--- config.mk ---
export PLATFORM = sky130hd
export DESIGN_NAME = iir_pole_mac_sched
export DESIGN_NICKNAME = d
export VERILOG_FILES = /design/src/rtl/iir_pole_mac_sched.sv
export SDC_FILE = /design/constraint.sdc
export NUM_CORES = 1
export LEC_CHECK = 0
export ABC_AREA = 1
export CORE_MARGIN = 4
export CORE_UTILIZATION = 58
export DETAILED_ROUTE_END_ITERATION = 8
export PLACE_DENSITY = 0.8
export SLEW_MARGIN = 20
export SYNTH_ARGS = -nofsm -noshare
export SYNTH_HDL_FRONTEND = slang
export SYNTH_SLANG_ARGS = --single-unit
--- constraint.sdc ---
create_clock -name clk -period 4.8 [get_ports clk]
set_clock_uncertainty 0.05 [all_clocks]
set_input_delay 0.72 -clock clk [delete_from_list [all_inputs] [get_ports clk]]
set_output_delay 0.72 -clock clk [all_outputs]
set_load 0.005 [all_outputs]
--- src/rtl/iir_pole_mac_sched.sv ---
`default_nettype none
// ============================================================================
// iir_pole_mac_sched : IIR pole-section scheduler sharing one 12x12 multiplier
// rev 1.0
// ============================================================================
module iir_pole_mac_sched #(
  parameter logic signed [11:0] COE1 = -12'sd922,
  parameter logic signed [11:0] COE2 = 12'sd1163,
  parameter logic signed [11:0] COE3 = -12'sd811,
  parameter logic signed [11:0] COE4 = 12'sd412,
  parameter logic signed [11:0] COE5 = -12'sd122,
  parameter logic signed [11:0] COE6 = 12'sd24,
  parameter logic signed [11:0] COE7 = -12'sd2,
  parameter int                 NTAP = 7
) (
  input  logic               clk,
  input  logic               rst,
  input  logic               i_in_valid,
  input  logic signed [11:0] i_y_in,
  output logic               o_in_ready,
  output logic signed [11:0] o_mul_a,
  output logic signed [11:0] o_mul_b,
  input  logic signed [22:0] i_mul_p,
  output logic signed [25:0] o_yout,
  output logic               o_out_valid,
  input  logic               i_coe_we,
  input  logic [2:0]         i_coe_addr,
  input  logic signed [11:0] i_coe_wdata,
  input  logic               i_ovr_clr,
  output logic               o_overrun,
  output logic               o_cfg_err
);

  localparam logic [2:0] c_LAST_TAP = 3'(NTAP - 1);
  localparam logic signed [11:0] c_COE_DEF [NTAP] = '{COE1, COE2, COE3, COE4, COE5, COE6, COE7};

  typedef enum logic [0:0] {
    S_IDLE = 1'b0,
    S_MAC  = 1'b1
  } state_t;

  state_t r_state;
  state_t w_state_nxt;

  logic [2:0]         r_tap;
  logic signed [11:0] r_hist [NTAP];
  logic signed [11:0] r_coe  [NTAP];
  logic signed [25:0] r_acc;
  logic signed [25:0] r_yout;
  logic               r_out_valid;
  logic               r_overrun;
  logic               r_cfg_err;

  logic               w_accept;
  logic               w_last;
  logic               w_idle;
  logic               w_coe_wr;
  logic [2:0]         w_coe_idx;
  logic signed [11:0] w_mul_a;
  logic signed [11:0] w_mul_b;
  logic signed [25:0] w_p_ext;
  logic signed [25:0] w_sum;

  assign w_idle    = (r_state == S_IDLE);
  assign w_coe_wr  = i_coe_we && w_idle && (i_coe_addr != 3'd0);
  assign w_coe_idx = i_coe_addr - 3'd1;
  assign w_p_ext   = {{3{i_mul_p[22]}}, i_mul_p};
  assign w_sum     = r_acc + w_p_ext;

  always_ff @(posedge clk) begin
    if (rst) begin
      r_state <= S_IDLE;
    end else begin
      r_state <= w_state_nxt;
    end
  end

  always_comb begin
    w_state_nxt = r_state;
    w_accept    = 1'b0;
    w_last      = 1'b0;
    w_mul_a     = '0;
    w_mul_b     = '0;
    case (r_state)
      S_IDLE: begin
        if (i_in_valid) begin
          w_accept    = 1'b1;
          w_state_nxt = S_MAC;
        end
      end
      S_MAC: begin
        w_mul_a = r_coe[r_tap];
        w_mul_b = r_hist[r_tap];
        if (r_tap == c_LAST_TAP) begin
          w_last      = 1'b1;
          w_state_nxt = S_IDLE;
        end
      end
      default: w_state_nxt = S_IDLE;
    endcase
  end

  always_ff @(posedge clk) begin
    if (rst) begin
      r_tap       <= '0;
      r_acc       <= '0;
      r_yout      <= '0;
      r_out_valid <= 1'b0;
      r_overrun   <= 1'b0;
      r_cfg_err   <= 1'b0;
      for (int k = 0; k < NTAP; k++) begin
        r_hist[k] <= '0;
        r_coe[k]  <= c_COE_DEF[k];
      end
    end else begin
      r_out_valid <= w_last;

      // The write lands before the MAC pass reads it, so a write on the accept edge is used.
      if (w_coe_wr) begin
        r_coe[w_coe_idx] <= i_coe_wdata;
      end

      if (w_accept) begin
        for (int k = NTAP - 1; k > 0; k--) begin
          r_hist[k] <= r_hist[k-1];
        end
        r_hist[0] <= i_y_in;
        r_acc     <= '0;
        r_tap     <= '0;
      end else if (!w_idle) begin
        r_acc <= w_sum;
        r_tap <= r_tap + 3'd1;
      end

      if (w_last) begin
        r_yout <= w_sum;
      end

      if (i_in_valid && !w_idle) begin
        r_overrun <= 1'b1;
      end else if (i_ovr_clr) begin
        r_overrun <= 1'b0;
      end

      if (i_coe_we && !w_idle) begin
        r_cfg_err <= 1'b1;
      end else if (i_ovr_clr) begin
        r_cfg_err <= 1'b0;
      end
    end
  end

  assign o_in_ready  = w_idle;
  assign o_mul_a     = w_mul_a;
  assign o_mul_b     = w_mul_b;
  assign o_yout      = r_yout;
  assign o_out_valid = r_out_valid;
  assign o_overrun   = r_overrun;
  assign o_cfg_err   = r_cfg_err;

endmodule
`default_nettype wire

* Yosys cells after proc, flatten, opt, wreduce, memory -nomap -nowiden
Memories as Yosys holds them, arrays and structs flattened. A register that Yosys moved wholly into a read port is not among the register bits.
Index checks and enable logic that the tools add are counted.
** Storage, ports and cells
- Register bits after elaboration :: 59
- RAM bits :: 168
- Input bits :: 55
- Output and inout bits :: 54
- Word-level logic and storage cells :: 63
- Memories :: 2
** Cells by class
- $add $sub $neg :: 3
- Eq/ne operators :: 1
- Mux-type cells :: 33
- Bitwise operators :: 8
- Reduce and logical (&&, ||, !) cells :: 9
** Memories
- r_coe :: depth 7, width 12, rd ports 1, clocked after memory_dff 1, write ports 7, line 47 : logic signed [11:0] r_coe [NTAP];
- r_hist :: depth 7, width 12, rd ports 7, clocked after memory_dff 1, write ports 7, line 46 : logic signed [11:0] r_hist [NTAP];
** Operators with widths (number)
- 12-bit 2-to-1 mux :: 10
- 26-bit by 23-bit adder with 26-bit output :: 1
- 1-bit 2-to-1 mux :: 17
- 3-bit 2-to-1 mux :: 5
- 12-bit OR reduction :: 1
- 1-bit OR :: 7
- 1-bit logical AND :: 4
- 2-bit nonzero test :: 2
- 3-bit by 1-bit adder with 3-bit output, second input constant :: 1
- 3-bit == test, second input constant :: 1
- 3-bit nonzero test :: 1
- 3-bit by 1-bit subtractor with 3-bit output, second input constant :: 1
- 1-bit one-hot mux with 2 select lines :: 1
- 2-bit OR reduction :: 1
- 1-bit NOT :: 1

* Depth between registers and ports, before layout
- Depth in word-level cells :: 8
- Gate-level depth with buffers :: 14
- Depth with buffers taken out :: 14

* Worst setup path before layout
No wires, ideal clock.
- Path type :: input-to-reg
- Start :: in i_in_valid
- End :: mem r_hist[0][0] (enable)
- Setup time :: 482 ps
- Data arrival time :: 3367 ps
- Data required time :: 4268 ps
- Path slack :: 901 ps
- Stages on the path :: 3
- Buffers on the path :: 1
- Cells stage by stage :: a21oi_4 inv_2 clkbuf_1
** RTL lines
- start, declared :: line 18 : input logic i_in_valid,
- end, declared :: line 46

==> flow_metrics.tcl <==
set metrics [dict create \
    cp-end-kind "output pin" \
    ys_warn_count 0 \
    cts.sinks 242 \
    initial_core_util 0.599 \
    synthesis.nets 1584 \
    synth_enable_flop_cells 168 \
    vias 9980 \
    antenna_left 0 \
    post-synth-top-count-cell "nand2_1" \
    gr-usage-met2 0.388 \
    grt-busiest-layer "met2" \
    synth_top_area_share 0.411 \
    maxCapViolations 0 \
    holdCritPathClass "flop to flop" \
    tns_ps 0 \
    io_pins 109 \
    cts_tree "yes" \
    holdPathEnd "o_yout[19]$_SDFFE_PP0P_" \
    finalSetupViolCount 0 \
    drive_above_1_share 0.0462 \
    die_h_um 153 \
    synthesis.area_mm2 0.0123 \
    ctsHoldBuffers 0 \
    gp_congestion 0.948 \
    io_buffers 108 \
    clk_latency_ps 520 \
    crit_fanout 95 \
    synth_top_cell_by_area "edfxtp_1" \
    cts_setup_buffers 0 \
    firstDrtPassIters 6 \
    track_usage 0.242 \
    grt_pass1_wl_um 46800 \
    core_mm2 0.0205 \
    clockBufferDepth 3 \
    relSlewSlack 0.382 \
    wl_per_cell_um 15.6 \
    grt_use_met3 0.0365 \
    synth-seq-cells 242 \
    dieArea_mm2 0.0235 \
    synth_ff_type "edfxtp_1" \
    grt_antenna_before_repair 0 \
    hold_depth 2 \
    antenna_cells 0 \
    regToRegEndpoint "r_hist[0][4]$_SDFFCE_PN0P_" \
    async_flop_share 0 \
    dpl_cell_area_mm2 0.0135 \
    dp.final_hpwl_um 20000 \
    min_from "o_yout[19]$_SDFFE_PP0P_" \
    layout.nets 1671 \
    die_w_um 153 \
    hold_viol_final 0 \
    drt-total-wl_um 29200 \
    start_kind "flop" \
    synthCells 1499 \
    num_rows 52 \
    ys_seq_area_frac 0.532 \
    rr_startpoint "r_state$_SDFF_PP0_" \
    ir_worst_vdd_uv 350 \
    crit_type "flop to output pin" \
    status "completed" \
    worst_pin_slew_ps 927 \
    cts_resized 0 \
    overflow 0 \
    syn_area_per_cell_um2 8.18 \
    r2r_setup_slack_ps 2010 \
    drtIter0Drc 1002 \
    synth_area_leaders "edfxtp_1, dfxtp_1, nand2_1" \
    min_period_ps 3780 \
    cts-root-buf "clkbuf_16" \
    grt_pass1_vias 9330 \
    grt_max_degree 96 \
    fmax_mhz 265 \
    clk_pin_slew_ps 60 \
    finalInstanceArea_mm2 0.0143 \
    drcViolationCount 0 \
    p_per_area_mw_per_mm2 338 \
    critPathRequiredTime_ps 4030 \
    vias_per_cell 5.33 \
    leakage_nw 6.21 \
    cp.arrival_ps 3010 \
    syn2layout_area_growth_pct 16.6 \
    worstRegToRegCells 4 \
    drv_slew 0 \
    ys_types 39 \
    htreeDepth 1 \
    use_met1 0.340 \
    cts_inserted_buffers 25 \
    synth_common_cells "nand2_1, nor2_1, inv_1" \
    rsz0062_at_grt "false" \
    finalCritPeriodShare 0.788 \
]
==> metrics by stage <==
stage / setup slack [ps] / hold slack (ps) / utilization / instances / power (mW)
after floorplan: 901 / 380 / - / 1499 / 2.80
after global placement: 1110 / 388 / 0.660 / 1829 / 2.99
after detailed placement: 1030 / 390 / 0.660 / 1829 / 3.00
after CTS: 1040 / 408 / 0.698 / 1872 / 4.84
after global routing: 786 / 429 / 0.698 / 1872 / 5.03
final: 1020 / 403 / 0.698 / 1872 / 4.83
==> cells in the final DEF, fill, tap and decap left out, drive strengths merged, types with 5 or more instances in the layout <==
cell / n
o22ai: 11
nor2: 279
clkdlybuf4s50: 108
o211ai: 37
inv: 246
edfxtp: 168
a22o: 5
o21ai: 107
dfxtp: 74
nand2: 324
xor2: 10
nand3: 37
nand4: 8
buf: 12
a21oi: 68
ha: 29
clkbuf: 36
a31oi: 15
clkinv: 7
==> per-layer routing <==
metal / wire (um) / part of all wire / up-vias
li1: - / - / 4985
met1: 12700 / 0.43 / 4536
met5: 0 / 0 / -
met4: 847 / 0.029 / 0
met2: 13300 / 0.46 / 402
met3: 2380 / 0.081 / 57
==> where the power goes <==
group,leakage [nW],switching [mW],internal (mW)
Combinational,3.57,0.384,0.210
Clock,0.375,0.768,1.10
Sequential,2.26,0.0397,2.34
Total,6.21,1.19,3.64
==> cell families after synthesis <==
logic type | after synthesis | share of synthesized area
compound gates | 248 | 0.115
xor+xnor | 13 | 0.00928
fa+ha+maj | 30 | 0.0312
buf+inv | 308 | 0.0974
flops | 242 | 0.532
simple gates | 658 | 0.215
==> sequential cells by signal, indices dropped and copies added, names as in the netlist, named ones only <==
register and cells:
o_out_valid 1, r_coe 96, o_yout 26, o_cfg_err 1, r_tap 3, r_state 1
r_acc 26, r_hist 84, o_overrun 1
==> worst max path at each step <==
| stage | to |
|---|---|
| after floorplan | r_hist[0][0]$_SDFFCE_PN0P_ |
| after global placement | r_coe[0][1]$_SDFFCE_PN1P_ |
| after detailed placement | r_coe[3][8]$_SDFFCE_PN1P_ |
| after CTS | o_mul_a[8] |
| after global routing | o_mul_a[8] |
| final | o_mul_a[3] |
==> worst max-delay path, cell delays in order, from the launching register on <==
cell and delay [ps]:
dfxtp_2 330, buf_4 710, o21ai_0 190, o22ai_1 270, o21ai_0 150, a31oi_1 250, clkdlybuf4s50_1 550
==> final cells by class <==
cell class | instances | area [um^2]
Timing Repair Buffer | 120 | 1170
Tap cell | 270 | 338
Multi-Input combinational cell | 949 | 4560
Sequential cell | 242 | 6530
Inverter | 248 | 933
Clock inverter | 7 | 82.6
Fill cell | 1667 | 6200
Clock buffer | 36 | 688
No activity file was read; power rests on OpenSTA's default activity.
